**src/rtl/pc_sequencer.sv**
```systemverilog
// rtl/pc_sequencer.sv - program-counter sequencer for the instruction-memory address path
//
// Generates instruction fetch addresses in two modes:
//   - single-step: one advance per rising edge of i_step while IDLE
//   - free-run: one advance per clock while RUN
// Also supports absolute loads, signed relative branches, halt requests and
// an address limit.
//
// Limit behaviour is selected by the PC_HALT_ON_LIMIT_EN macro:
//   defined   : a limit event freezes the PC and enters HALT (o_wrap stays low)
//   undefined : a limit event wraps the PC to 0 and pulses o_wrap
//
// Parameters:
//   PC_CANT_BITS  address width N
//   SUM_DIR       increment per normal advance (unsigned, < 2^N)
//   PC_LIMIT      last valid address (<= 2^N-1)
//
// Ports:
//   i_clock       clock
//   i_reset       synchronous reset, active low
//   i_step        step request; each rising edge advances once while IDLE
//   i_run         level, requests free-run
//   i_halt        level, requests halt
//   i_load        absolute load strobe
//   i_load_addr   load target
//   i_branch      qualifies the current advance as a relative branch
//   i_offset      two's-complement branch offset
//   o_addr        current PC (registered)
//   o_state       00 IDLE, 01 RUN, 10 HALT
//   o_halted      high while in HALT
//   o_wrap        one-cycle pulse when o_addr first shows a wrapped value

module pc_sequencer #(
  parameter int PC_CANT_BITS = 11,
  parameter int SUM_DIR      = 1,
  parameter int PC_LIMIT     = (1 << PC_CANT_BITS) - 1
) (
  input  logic                    i_clock,
  input  logic                    i_reset,
  input  logic                    i_step,
  input  logic                    i_run,
  input  logic                    i_halt,
  input  logic                    i_load,
  input  logic [PC_CANT_BITS-1:0] i_load_addr,
  input  logic                    i_branch,
  input  logic [PC_CANT_BITS-1:0] i_offset,
  output logic [PC_CANT_BITS-1:0] o_addr,
  output logic [1:0]              o_state,
  output logic                    o_halted,
  output logic                    o_wrap
);

  typedef enum logic [1:0] {
    ST_IDLE = 2'b00,
    ST_RUN  = 2'b01,
    ST_HALT = 2'b10
  } state_t;

  // One extra bit so an increment past the top of the address space is
  // still seen as exceeding the limit instead of silently wrapping.
  localparam logic [PC_CANT_BITS:0] SUM_EXT   = (PC_CANT_BITS+1)'(SUM_DIR);
  localparam logic [PC_CANT_BITS:0] LIMIT_EXT = (PC_CANT_BITS+1)'(PC_LIMIT);

  state_t                  state_q;
  state_t                  state_d;
  logic [PC_CANT_BITS-1:0] pc_q;
  logic [PC_CANT_BITS-1:0] pc_d;
  logic                    wrap_q;
  logic                    wrap_d;
  logic                    step_d;

  logic                    step_edge;
  logic                    advance;
  logic [PC_CANT_BITS:0]   sum;
  logic [PC_CANT_BITS-1:0] target;
  logic [PC_CANT_BITS-1:0] next_pc;
  logic                    limit_hit;

  // step_d clears on reset, so a step held through reset still yields one edge.
  assign step_edge = i_step & ~step_d;

  assign sum    = {1'b0, pc_q} + SUM_EXT;
  assign target = pc_q + i_offset;

  // Candidate address for an advance and whether it crosses the limit.
  always_comb begin
    next_pc   = sum[PC_CANT_BITS-1:0];
    limit_hit = (sum > LIMIT_EXT);
    if (i_branch) begin
      next_pc   = target;
      limit_hit = ({1'b0, target} > LIMIT_EXT);
    end
  end

  always_ff @(posedge i_clock) begin
    if (!i_reset) begin
      state_q <= ST_IDLE;
      pc_q    <= '0;
      wrap_q  <= 1'b0;
      step_d  <= 1'b0;
    end else begin
      state_q <= state_d;
      pc_q    <= pc_d;
      wrap_q  <= wrap_d;
      step_d  <= i_step;
    end
  end

  // Priority per cycle: load, then halt, then advance. Advance is decided on
  // the current state, so the first RUN increment lands one cycle after the
  // IDLE->RUN transition.
  always_comb begin
    state_d = state_q;
    pc_d    = pc_q;
    wrap_d  = 1'b0;
    advance = 1'b0;

    case (state_q)
      ST_IDLE: begin
        if (i_load) begin
          pc_d = i_load_addr;
        end else if (i_halt) begin
          state_d = ST_HALT;
        end else begin
          advance = step_edge;
          if (i_run) begin
            state_d = ST_RUN;
          end
        end
      end

      ST_RUN: begin
        if (i_load) begin
          pc_d = i_load_addr;
        end else if (i_halt) begin
          state_d = ST_HALT;
        end else begin
          advance = 1'b1;
          if (!i_run) begin
            state_d = ST_IDLE;
          end
        end
      end

      ST_HALT: begin
        // Only a load releases HALT; step, run and branch are ignored here.
        if (i_load) begin
          pc_d    = i_load_addr;
          state_d = ST_IDLE;
        end
      end

      default: begin
        state_d = ST_IDLE;
      end
    endcase

    if (advance) begin
      if (!limit_hit) begin
        pc_d = next_pc;
      end else begin
`ifdef PC_HALT_ON_LIMIT_EN
        // Leave the PC on the last address reached and stop.
        state_d = ST_HALT;
`else
        pc_d   = '0;
        wrap_d = 1'b1;
`endif
      end
    end
  end

  assign o_addr   = pc_q;
  assign o_state  = state_q;
  assign o_halted = (state_q == ST_HALT);
  assign o_wrap   = wrap_q;

endmodule

```
**config.mk**
```make
export PLATFORM = sky130hd
export DESIGN_NAME = pc_sequencer
export DESIGN_NICKNAME = d
export VERILOG_FILES = /design/src/rtl/pc_sequencer.sv
export SDC_FILE = /design/constraint.sdc
export NUM_CORES = 1
export LEC_CHECK = 0
export CORE_MARGIN = 4
export CORE_UTILIZATION = 47
export DETAILED_ROUTE_END_ITERATION = 10
export PLACE_DENSITY = 0.87
export SLEW_MARGIN = 15
export SYNTH_ARGS = -nofsm -noshare
export SYNTH_HDL_FRONTEND = slang
export SYNTH_SLANG_ARGS = --single-unit
export TNS_END_PERCENT = 10
```
**constraint.sdc**
```tcl
create_clock -name i_clock -period 3.2 [get_ports i_clock]
set_clock_uncertainty 0.15 [all_clocks]
set_input_delay 0.64 -clock i_clock [delete_from_list [all_inputs] [get_ports i_clock]]
set_output_delay 0.64 -clock i_clock [all_outputs]
set_load 0.02 [all_outputs]
```
==> results of run 1 <==
[sequential cells by signal, indices dropped and copies added (netlist names)]
name and flops:
step_d 1, o_addr 11, o_state 2, o_wrap 1
[cell usage after synthesis, types with 2 or more instances]
library cell	n	share of area (%)
dfxtp_1	15	20
o21ai_0	15	5.1
a21oi_1	12	4.1
ha_1	12	10
nand2_1	12	3.1
inv_1	8	2.0
nor2_1	8	2.0
nand3_1	7	2.4
xnor2_1	7	4.2
a31oi_1	6	2.6
xor2_1	6	3.6
a22oi_1	5	2.6
and4_1	4	2.4
buf_2	4	1.4
clkbuf_1	4	1.0
nand2b_1	4	1.7
a21o_1	3	1.5
and3_1	3	1.3
o211ai_1	3	1.5
o21ai_1	3	1.0
o31ai_1	3	1.5
and3_4	2	1.5
inv_2	2	0.51
nand4_1	2	0.85
nor2b_1	2	0.85
[worst max-delay path, cell delays in order]
cell,delay (ps)
clkdlybuf4s50_1,460
ha_1,200
inv_1,70
fa_1,370
nand2b_1,180
a21oi_2,280
a2111oi_0,150
o31ai_1,240
o211ai_1,130
a31oi_1,170
[power by group through the flow]
stage	clock network, W	registers (W)	logic, W
floorplan	0	0.000238	0.000158
global placement	0	0.000229	0.000258
detailed placement	0	0.000230	0.000263
CTS	0.000114	0.000225	0.000265
global route	0.000126	0.000229	0.000287
finish	0.000111	0.000226	0.000265
[metal layers]
layer  track usage (%)  routed length [um]  up-vias
li1                  -                   -      757
met1              22.8                1760      675
met2              32.1                1800       49
met3              4.57                 227        4
met4              4.85                  28        0
met5                 0                   0        -
[cell type report]
| class | count | area share (%) |
|---|---|---|
| tap | 44 | 2.83 |
| sequential | 15 | 15.4 |
| multi-input combinational | 145 | 55.6 |
| clock buffer | 3 | 1.16 |
| inverter | 10 | 1.93 |
| clock inverter | 1 | 0.257 |
| timing repair buffer | 45 | 22.9 |
[cells by family after synthesis]
logic type | Yosys count | share of synthesized area (%)
mux | 1 | 0.683
compound gates | 70 | 35.4
simple gates | 48 | 18.3
xor+xnor | 13 | 7.76
fa+ha+maj | 13 | 11.6
flops | 15 | 20.5
buf+inv | 19 | 5.72
[stage by stage]
stage | setup slack [ps] | power [W] | area (um2) | hold slack [ps] | util [%]
3_5_place_dp | 96.1 | 0.000493 | 1920 | 445 | 63.4
5_1_grt | 283 | 0.000642 | 1950 | 495 | 64.3
3_3_place_gp | 158 | 0.000488 | 1920 | 430 | 63.4
4_1_cts | 415 | 0.000604 | 1950 | 458 | 64.3
6_report | 381 | 0.000602 | 1950 | 459 | 64.3
2_1_floorplan | 724 | 0.000396 | 1470 | 474 | -
[path summary, 6_finish.rpt]
check	from	slack, ps	end
setup reg to reg	o_addr[0]$_SDFFE_PN0P_	650	o_addr[6]$_SDFFE_PN0P_
hold reg to reg	o_addr[10]$_SDFFE_PN0P_	460	o_wrap$_SDFF_PN0_
setup / recovery	i_offset[0]	380	o_addr[6]$_SDFFE_PN0P_
hold / removal	o_addr[10]$_SDFFE_PN0P_	460	o_wrap$_SDFF_PN0_
==> results.py, run 1 <==
metrics = {
    "status": {
        "status": "finished clean",
    },
    "route": {
        "drtIter0Drc": 49,
        "avgRoutedWirePerCell_um": 14.5,
        "vias": 1485,
        "vias_per_cell": 5.65,
        "ant_nets": 0,
        "wl_mm": 3.82,
        "drt_pass1_iterations": 4,
        "drc": 0,
    },
    "power": {
        "p_clk_share_pct": 18.4,
        "ir_worst_vdd_mv": 0.209,
        "p_sw_w": 0.000222,
        "p_per_area_nw_per_um2": 309,
        "comb_power_share_pct": 44.1,
        "power.leakage_nw": 0.743,
        "power_frac_seq_pct": 37.5,
        "p_int_w": 0.000380,
        "swShare_pct": 36.9,
    },
    "logic_synthesis": {
        "ys_ff_latch": 15,
        "ys_types": 52,
        "netlist_area_um2": 1470,
        "synth-edff-count": 0,
        "yosys_warnings": 0,
        "synth_nets": 221,
        "avgSynthCellArea_um2": 8.19,
        "synth_ff_type": "dfxtp_1",
        "async_reset_ff_share_pct": 0,
        "ys_seq_area_share_pct": 20.5,
        "syn_inst": 179,
    },
    "die": {
        "io_pins": 44,
        "start_util_pct": 48.4,
        "std_cell_rows": 20,
        "die_area_um2": 4080,
        "core_area_um2": 3030,
        "fp.dieH_um": 63.9,
        "die_w_um": 63.9,
    },
    "cells_and_area": {
        "fillers": 271,
        "final_cell_mix": "clkdlybuf4s50_1 (43), o21ai_0 (15), dfxtp_1 (15)",
        "multi_input_area_um2": 1080,
        "final-seq-area_um2": 300,
        "layout.cells.non_filler": 263,
        "syn_to_final_growth_pct": 32.8,
        "antenna_cells": 0,
        "layout.nets": 262,
        "final_common_cell": "clkdlybuf4s50_1",
        "drive_gt1_share_pct": 9.13,
    },
    "sta": {
        "period_share_pct": 88.1,
        "hold_violations": 0,
        "fmax_mhz": 355,
        "rsz0062_at_grt": "no",
        "slew_violations": 0,
        "fin_setup_tns_ps": 0,
        "worst_pin_slew_ps": 522,
        "finalCriticalPeriod_ps": 2820,
        "finalSetupViolations": 0,
        "slew_headroom_pct": 65.1,
    },
    "setup_path": {
        "arrival_ps": 2900,
        "worstSetupEndpointType": "flip-flop",
        "crit_required_ps": 3280,
        "path_class": "in2reg",
        "worstRegToRegCells": 9,
        "path_max_fanout": 6,
        "start_kind": "primary input",
    },
    "clock_tree": {
        "path_clk_slew_ps": 100,
        "htree_levels": 1,
        "clock_path_buffers": 2,
        "post-cts-setup-buffer-count": 0,
        "cts_made_buffers": 3,
        "cts.sinks": 15,
        "clk_latency_ps": 290,
        "cts_tree": "built",
        "ctsResizeCount": 0,
        "root_buffer": "clkbuf_4",
        "ctsHoldBuffers": 0,
    },
    "global_route": {
        "grt_pass1_wl_mm": 6.20,
        "grt_pass1_vias": 1443,
        "grt_max_degree": 23,
        "antenna_found_initial": 0,
        "grt-ovfl-total": 0,
        "track_usage_pct": 18.6,
    },
    "place": {
        "dp_cells": 259,
        "dpl.hpwl_mm": 2.96,
        "place_congestion": 0.863,
        "portBuffers": 43,
    },
    "worst_hold_path": {
        "hp-class": "reg2reg",
        "min_delay_path_depth": 2,
    },
    "run": {
        "cap_violations": 0,
    },
}
Note: power is estimated with default switching activity, not from simulation.
==> run 2, diff against run 1 <==
- clock period: 3.2 -> 2.7 ns (I/O delays scaled with it)
==> results.py, run 2 (synthesis results as in run 1) <==
metrics = {
    "clock_tree": {
        "htree_levels": 1,
        "cts_made_buffers": 3,
        "clk_latency_ps": 300,
        "ctsHoldBuffers": 0,
        "cts_tree": "built",
        "root_buffer": "clkbuf_4",
        "cts.sinks": 15,
        "path_clk_slew_ps": 110,
        "clock_path_buffers": 2,
    },
    "global_route": {
        "grt-ovfl-total": 0,
        "grt_max_degree": 18,
        "grt_pass1_vias": 1398,
        "antenna_found_initial": 0,
        "track_usage_pct": 19.4,
        "grt_pass1_wl_mm": 6.39,
    },
    "die": {
        "start_util_pct": 48.4,
        "io_pins": 44,
        "fp.dieH_um": 63.9,
        "die_area_um2": 4080,
        "std_cell_rows": 20,
        "core_area_um2": 3030,
        "die_w_um": 63.9,
    },
    "setup_path": {
        "arrival_ps": 2680,
        "worstRegToRegCells": 10,
        "start_kind": "primary input",
        "worstSetupEndpointType": "flip-flop",
        "crit_required_ps": 2760,
        "rrSetupSlack_ps": 440,
        "path_max_fanout": 4,
        "path_class": "in2reg",
    },
    "sta": {
        "hold_violations": 0,
        "period_share_pct": 96.7,
        "rsz0062_at_grt": "no",
        "fmax_mhz": 383,
        "worst_pin_slew_ps": 536,
        "finalSetupViolations": 0,
        "post-route-worst-setup-slack_ps": 88.1,
        "slew_violations": 0,
        "finalCriticalPeriod_ps": 2610,
        "slew_headroom_pct": 64.1,
    },
    "cells_and_area": {
        "final_common_cell": "clkdlybuf4s50_1",
        "largest_reg_flops": 11,
        "syn_to_final_growth_pct": 40.5,
        "layout.nets": 275,
        "fin_area_um2": 2060,
        "drive_gt1_share_pct": 14.7,
        "final_cell_mix": "clkdlybuf4s50_1 (43), o21ai_0 (15), dfxtp_1 (15), buf_4 (15)",
        "antenna_cells": 0,
    },
    "route": {
        "ant_nets": 0,
        "drt_pass1_iterations": 4,
        "vias": 1542,
        "vias_per_cell": 5.59,
        "avgRoutedWirePerCell_um": 14.3,
        "wl_mm": 3.94,
        "drtIter0Drc": 79,
        "drc": 0,
    },
    "place": {
        "placement.cell_area_um2": 2000,
        "place_congestion": 0.909,
        "dpl.hpwl_mm": 3.02,
        "portBuffers": 43,
        "preCtsSetupSlack_ps": -236,
    },
    "worst_hold_path": {
        "min_delay_path_depth": 2,
        "hp-class": "reg2reg",
    },
    "run": {
        "cap_violations": 0,
    },
    "power": {
        "power.leakage_nw": 0.818,
        "ir_worst_vdd_mv": 0.224,
        "p_per_area_nw_per_um2": 365,
    },
    "status": {
        "status": "finished clean",
    },
}
[run 2: cell types whose count changed in the layout (fill, tap and decap cells not counted), sizes merged]
cell	delta
buf	+13
[run 2: stage by stage]
step	utilization, %	power, W	std cells	TNS, ps	hold slack, ps
after floorplan	-	0.000470	179	0	474
after global placement	66.2	0.000599	270	-603	422
after detailed placement	66.2	0.000604	270	-797	422
after CTS	67.1	0.000742	274	0	450
after global routing	68.1	0.000803	276	0	488
final	68.1	0.000751	276	0	456
[run 2: cell type report]
class / count / area, um2
multi-input combinational: 145 / 1100
sequential: 15 / 300
inverter: 10 / 37.5
clock buffer: 3 / 22.5
timing repair buffer: 58 / 543
fill: 265 / 967
tap: 44 / 55.1
clock inverter: 1 / 5.00
[run 2: critical path, stage by stage]
cell and delay [ps]:
clkdlybuf4s50_1 460, ha_1 160, inv_1 50, fa_1 380
nand2b_4 170, a21oi_4 170, buf_4 150, nand2_1 50
a41o_1 250, a211o_1 240, o311ai_1 70
[run 2: path summary, 6_finish.rpt]
check / start / end
min reg2reg: o_addr[10]$_SDFFE_PN0P_ / o_wrap$_SDFF_PN0_
max: i_offset[0] / o_addr[10]$_SDFFE_PN0P_
max reg2reg: o_addr[0]$_SDFFE_PN0P_ / o_addr[10]$_SDFFE_PN0P_
min: o_addr[10]$_SDFFE_PN0P_ / o_wrap$_SDFF_PN0_
[run 2: repair_timing]
| action | 4_1_cts | 5_1_grt |
|---|---|---|
| setup buffers | 0 | 2 |
| endpoints found under the setup margin | 0 | 4 |
| gates resized for setup | 0 | 2 |
[run 2: power breakdown]
group	internal, W	total [W]	switching, W
sequential	0.000238	0.000261	0.0000234
combinational	0.000182	0.000351	0.000170
clock	0.0000552	0.000139	0.0000841
[run 2: layer usage]
layer / share of wire, % / global-route usage, %
met4: 1.2 / 3.50
met3: 6.0 / 5.27
met5: 0 / 0
met2: 48 / 31.6
met1: 44 / 25.6
==> run 3, diff against run 2 <==
- SLEW_MARGIN: 15 -> unset
==> results of run 3 <==
Final layout, timing and power as in run 2 (identical DEF).
